`src/rtl/pb_event_capture.sv`:
```
// Push-button capture for a PIO input word: four debounced levels, sticky
// press flags and a 24-bit press counter packed as {counter, flags, levels}.
module pb_event_capture #(
    parameter int unsigned DEBOUNCE_CYCLES = 500000
) (
    input  logic        clk,
    input  logic        reset,
    input  logic [3:0]  key_n_i,
    input  logic [3:0]  flag_clr_i,
    input  logic        cnt_clr_i,
    output logic [31:0] push_button_o
);

    localparam logic [19:0] LastCount = 20'(DEBOUNCE_CYCLES - 1);

    logic [3:0]  sync1_q, sync2_q;
    logic [3:0]  sample;
    logic [3:0]  stable_q, stable_d;
    logic [19:0] db_cnt_q [4];
    logic [19:0] db_cnt_d [4];
    logic [3:0]  press;
    logic [3:0]  flag_q, flag_d;
    logic [23:0] cnt_q, cnt_d;
    logic [23:0] press_sum;

    // Two-flop synchronizer; resets to the released (high) pin level.
    always_ff @(posedge clk) begin
        if (reset) begin
            sync1_q <= 4'hF;
            sync2_q <= 4'hF;
        end else begin
            sync1_q <= key_n_i;
            sync2_q <= sync1_q;
        end
    end

    assign sample = ~sync2_q;

    // Per-button debounce: a differing sample must persist DEBOUNCE_CYCLES cycles.
    always_comb begin
        stable_d = stable_q;
        press    = 4'b0;
        for (int n = 0; n < 4; n++) begin
            db_cnt_d[n] = 20'd0;
            if (sample[n] != stable_q[n]) begin
                if (db_cnt_q[n] == LastCount) begin
                    stable_d[n] = sample[n];
                    press[n]    = sample[n];
                end else begin
                    db_cnt_d[n] = db_cnt_q[n] + 20'd1;
                end
            end
        end
    end

    // Flags (set beats clear) and press counter (clear still counts this cycle's presses).
    always_comb begin
        press_sum = 24'(press[0]) + 24'(press[1]) + 24'(press[2]) + 24'(press[3]);
        flag_d    = (flag_q & ~flag_clr_i) | press;
        cnt_d     = cnt_clr_i ? press_sum : cnt_q + press_sum;
    end

    // All visible state advances on the same edge.
    always_ff @(posedge clk) begin
        if (reset) begin
            stable_q <= 4'b0;
            flag_q   <= 4'b0;
            cnt_q    <= 24'd0;
            for (int n = 0; n < 4; n++) db_cnt_q[n] <= 20'd0;
        end else begin
            stable_q <= stable_d;
            flag_q   <= flag_d;
            cnt_q    <= cnt_d;
            for (int n = 0; n < 4; n++) db_cnt_q[n] <= db_cnt_d[n];
        end
    end

    assign push_button_o = {cnt_q, flag_q, stable_q};

endmodule

```
`config.mk`:
```
export PLATFORM = sky130hd
export DESIGN_NAME = pb_event_capture
export DESIGN_NICKNAME = d
export VERILOG_FILES = /design/src/rtl/pb_event_capture.sv
export SDC_FILE = /design/constraint.sdc
export NUM_CORES = 1
export LEC_CHECK = 0
export ABC_AREA = 0
export CAP_MARGIN = 5
export CORE_MARGIN = 3
export CORE_UTILIZATION = 40
export CTS_BUF_LIST = sky130_fd_sc_hd__clkbuf_8
export CTS_CLUSTER_DIAMETER = 150
export DETAILED_ROUTE_END_ITERATION = 8
export HOLD_SLACK_MARGIN = 0.03
export SYNTH_ARGS = -nofsm -noshare
export SYNTH_HDL_FRONTEND = slang
export SYNTH_SLANG_ARGS = --single-unit
```
`constraint.sdc`:
```
create_clock -name clk -period 12.7 [get_ports clk]
set_input_delay 3.81 -clock clk [delete_from_list [all_inputs] [get_ports clk]]
set_output_delay 3.81 -clock clk [all_outputs]
set_load 0.1 [all_outputs]
```
* Yosys cells after proc, flatten, opt, wreduce, memory -nomap -nowiden
Memory sizes are Yosys's and may differ from the RTL's.
Index checks and enable logic that the tools add are counted.
** Storage, ports and cells
- Bits in writable memories :: 80
- Output and inout port bits :: 32
- Logic and storage cells :: 61
- Bits in registers :: 40
- Memories :: 1
- Input bits :: 11
** Memories
- db_cnt_q :: depth 4, bits a word 20, rd ports 4, clocked after Yosys merged registers in 0, wr ports 4, RTL line 19 : logic [19:0] db_cnt_q [4];
** Operators by class
- Reduce and logical (&&, ||, !) cells :: 4
- Muxes and demuxes :: 24
- Equal/unequal tests :: 8
- Bitwise logic cells :: 8
- Add/sub/neg operators :: 8
** Operators with widths (count)
- $mux W20 :: 12
- $add A20 B1 Y20 const B :: 4
- $eq A20 B19 Y1 const B :: 4
- $add A24 B4 Y24 :: 1
- $mux W24 :: 1
- $mux W1 :: 11
- $not A4 Y4 :: 2
- $reduce_and A2 Y1 :: 4
- $add A3 B1 Y4 :: 1
- $and A4 B4 Y4 :: 1
- $ne A1 B1 Y1 :: 4
- $or A1 B1 Y1 :: 4
- $or A4 B4 Y4 :: 1
- $add A2 B1 Y3 :: 1
- $add A1 B1 Y2 :: 1

* Longest topological paths before layout
An unclocked memory read counts as a cell.
- Depth in word-level cells :: 9
- Gate-level depth with buffers :: 16
- Depth with buffers taken out :: 14

* Worst setup path after synthesis
No wires, ideal clock.
- Kind :: register -> output
- From :: register cnt_q[3]
- To :: output push_button_o[11]
- Buffers on the path :: 0
- Stages on the path, launching flop included :: 1
- Setup slack :: 7.867 ns
- Data arrival time :: 1.023 ns
- Path through :: dfxtp_1
** RTL lines
- start, declared :: RTL line 23 : logic [23:0] cnt_q, cnt_d;
- start signal, assigned :: RTL line 73 : cnt_q <= cnt_d;
- end, declared :: RTL line 11 : output logic [31:0] push_button_o
No word-level cell between the ends.

* Final worst setup path
- From :: register cnt_q[3]
- To :: output push_button_o[11]
No word-level cell between the ends.

==> impl_metrics.tcl <==
set metrics [dict create \
    setup_violations 0 \
    share_of_post_route_cells_with_drive_strength_above_1 0.0773 \
    power_w 0.000706 \
    dr.pass1.iters 5 \
    final_weighted_congestion_in_routability_driven_placement 0.841 \
    final_net_count 682 \
    combPwrFrac 0.015 \
    status "finished clean" \
    critical-path-slowest-cell "sky130_fd_sc_hd__clkdlybuf4s50_1" \
    cts.sink_count 120 \
    ctsLongestPathBuffers 2 \
    intPower_w 0.000556 \
    sw_frac_of_total 0.212 \
    crit-reg2reg-capture "cnt_q[22]" \
    dieWidth_um 123 \
    critical-path-top-delay-family "buffers and inverters" \
    cts_made_buffers 17 \
    dpl.hpwl_um 7890 \
    worstSetupEndpoint "push_button_o[11]" \
    postCtsHoldBufs 0 \
    root_buffer "sky130_fd_sc_hd__clkbuf_8" \
    cp.buffers_inverters 1 \
    placeableCoreArea_sq_mm 0.0133 \
    via_count 4580 \
    max_slew.worst_pin.slew_ns 1.01 \
    clock_power_share 0.449 \
    wire_per_inst_um 13.3 \
    report.final.slew_viol_count 0 \
    via_per_inst 5.39 \
    powerDensity_mw_per_mm2 110 \
    timing.hold.worst.start "sync1_q[3]" \
    cp.required_ns 8.89 \
    worst_skew_pair_later_pin_latency_ns 0.43 \
    rr_startpoint "db_cnt_q[0][0]" \
    post_synth_instance_area_sq_mm 0.00549 \
    design.die.area_sq_mm 0.0152 \
    crit_path_max_incr_delay_ns 1.19 \
    net-switching-power_w 0.000150 \
    fin_tns_setup_ns 0 \
    p_seq_frac 0.536 \
    nFillCells 1310 \
    timing.critical_path.from_type "flop" \
    cts.repair.resized 0 \
    fin_worst_skew_ns 0.00848 \
    final-instance-count-excl-fill 849 \
    grt_max_degree 26 \
    overflow 0 \
    die-height_um 123 \
    grt_first_pass_wirelength_um 18600 \
    floorplan.io_pins 43 \
    initial_utilization 0.411 \
    grt.total_usage 0.152 \
    synth_top_flop_cell "sky130_fd_sc_hd__dfxtp_1" \
    post_route_minimum_period_ns 5.90 \
    max_cap_viols 0 \
    setup.reg_to_reg.worst_slack_ns 7.84 \
    cp-end-kind "primary output" \
    total_leakage_power_nw 2.00 \
    dr.first_iter.drc_count 277 \
    cts_setup_buffers 0 \
    synthTopCellsByArea "sky130_fd_sc_hd__dfxtp_1, sky130_fd_sc_hd__xor2_1, sky130_fd_sc_hd__nor2_1, sky130_fd_sc_hd__a21oi_1, sky130_fd_sc_hd__nand3_1" \
    slew_headroom 0.327 \
    synthDistinctLibCells 53 \
    grt_antenna_before_repair 0 \
    n_antenna_cell 0 \
    dpl.cell_count 816 \
    critPathLaunch "cnt_q[3]" \
    syn_to_final_growth_pct 16.4 \
    clock_tree.htree_level_count 4 \
    antenna_left 0 \
    rsz0062_at_grt "false" \
    synth-seq-cells 120 \
    peakVddDrop_mv 0.0718 \
    syn_nets 640 \
    port_buffers 42 \
    rows 42 \
    worst_hold_path_type "reg -> reg" \
    syn-instance-count 618 \
    routed_wirelength_um 11300 \
    first_global_vias 4147 \
    max_freq_ghz 0.170 \
    syn_avg_cell_area_sq_um 8.88 \
    clkTransAtPathRegs_ns 0.06 \
    netlist.area_leader.share 0.438 \
    period_share 0.464 \
    async_flop_share 0 \
    timing.final.hold_violations 0 \
    critPathMaxFanout 9 \
    synth-edff-count 0 \
    synth-seq-area-share 0.438 \
    timing.reg2reg.worst_path_depth 14 \
    drc 0 \
    tritoncts "built" \
    synth_warnings 0 \
    arrival_ns 2.09 \
    worst-path-stages 1 \
    worstPathCellList "clkdlybuf4s50_1" \
    synth_area_leader_cell "sky130_fd_sc_hd__dfxtp_1" \
    critical_path_class "reg -> out" \
]
[worst reg2reg max path: cells and delay by family (launching register included)]
family / cells / cell delay [ns]
AO/OA/AOI/OAI: 2 / 0.63
buffers and inverters: 2 / 0.11
AND/OR/NAND/NOR: 5 / 1.94
adder cells (fa/ha/maj): 5 / 1.74
flip-flops: 1 / 0.38
[synth_stat cells (3+ instances only)]
library cell and instances:
sky130_fd_sc_hd__o31ai_1 17, sky130_fd_sc_hd__and2_1 10, sky130_fd_sc_hd__nand2_1 31, sky130_fd_sc_hd__clkbuf_1 14, sky130_fd_sc_hd__nand2b_1 4, sky130_fd_sc_hd__nor2_1 69
sky130_fd_sc_hd__and3_1 6, sky130_fd_sc_hd__a21o_1 3, sky130_fd_sc_hd__or4b_2 4, sky130_fd_sc_hd__or4b_1 3, sky130_fd_sc_hd__inv_1 18, sky130_fd_sc_hd__nand3_1 35
sky130_fd_sc_hd__nor4_1 5, sky130_fd_sc_hd__or4_1 21, sky130_fd_sc_hd__nor2b_1 3, sky130_fd_sc_hd__or2_2 11, sky130_fd_sc_hd__nor3_1 9, sky130_fd_sc_hd__dfxtp_1 120
sky130_fd_sc_hd__o41ai_1 3, sky130_fd_sc_hd__xor2_1 37, sky130_fd_sc_hd__ha_1 9, sky130_fd_sc_hd__o21ai_0 22, sky130_fd_sc_hd__nand4_1 27, sky130_fd_sc_hd__or3_1 17
sky130_fd_sc_hd__buf_2 3, sky130_fd_sc_hd__a21oi_1 50, sky130_fd_sc_hd__and4_1 16, sky130_fd_sc_hd__nand4b_1 3, sky130_fd_sc_hd__xnor2_1 16
[area by class of cell]
| type | instances | area [sq um] | area share |
|---|---|---|---|
| repair buffers | 45 | 443 | 0.0693 |
| clock buffers | 18 | 248 | 0.0388 |
| flip-flops and latches | 120 | 2400 | 0.376 |
| well taps | 176 | 220 | 0.0344 |
| multi-input cells | 458 | 2890 | 0.453 |
| inverters | 18 | 67.6 | 0.0106 |
| clock inverters | 14 | 119 | 0.0186 |
[flip-flops by register name, indices dropped and copies added, names as in the netlist]
register,flops
flag_q,4
stable_q,4
sync2_q,4
sync1_q,4
db_cnt_q,80
cnt_q,24
[per-stage QoR]
step	util	setup WS (ns)	hold slack, ns	area (sq um)
6_report	0.479	6.80	0.410	6390
5_1_grt	0.479	6.69	0.418	6390
4_1_cts	0.478	6.78	0.411	6380
3_5_place_dp	0.451	7.20	0.395	6020
3_3_place_gp	0.451	7.27	0.396	6020
2_1_floorplan	-	7.87	0.389	5490
[layout by cell type, fill, tap and decap left out, drive strengths merged, types with 7 or more instances in the layout]
cell type      synthesis  final
dfxtp                120    120
nor2                  69     69
a21oi                 50     50
clkdlybuf4s50          0     42
xor2                  37     37
nand3                 35     35
nand2                 31     31
nand4                 27     27
inv                   18     23
o21ai                 22     22
or4                   21     21
clkbuf                15     18
and4                  18     18
o31ai                 17     17
or3                   17     17
xnor2                 16     16
or2                   12     12
and2                  10     10
nor3                  10     10
ha                     9      9
or4b                   7      7
[kinds of logic (layout without fill, tap and decap cells)]
kind of cell,Yosys count,count (layout),synth area share
muxes,1,1,0.00182
and+or+nand+nor,286,286,0.297
buffers and inverters,40,95,0.0355
AOI/OAI and AO/OA,107,107,0.116
xor gates and xnor gates,53,53,0.0845
adders and majority gates,11,11,0.0278
DFF,120,120,0.438
[worst min path at each step]
stage / endpoint / slack (ns) / depth (start not counted)
6_report: sync2_q[3] / 0.41 / 1
5_1_grt: sync2_q[2] / 0.42 / 1
4_1_cts: sync2_q[3] / 0.41 / 1
3_5_place_dp: sync2_q[3] / 0.40 / 1
3_3_place_gp: sync2_q[3] / 0.40 / 1
2_1_floorplan: sync2_q[0] / 0.39 / 1
[per-layer routing]
metal  share of wire  track usage  wire length, um
met2            0.48        0.244             5410
met4          0.0097       0.0498              110
met1            0.47        0.194             5280
met5               0            0                0
met3           0.044       0.0517              501
[power by group through the flow]
| stage | Combinational [W] | Sequential [W] | Clock [W] |
|---|---|---|---|
| 3_5_place_dp | 0.0000107 | 0.000387 | 0 |
| 3_3_place_gp | 0.0000106 | 0.000387 | 0 |
| 5_1_grt | 0.0000117 | 0.000379 | 0.000345 |
| 2_1_floorplan | 0.00000625 | 0.000387 | 0 |
| 6_report | 0.0000106 | 0.000379 | 0.000317 |
| 4_1_cts | 0.0000108 | 0.000379 | 0.000326 |
Power figures use the tool's default switching activity.
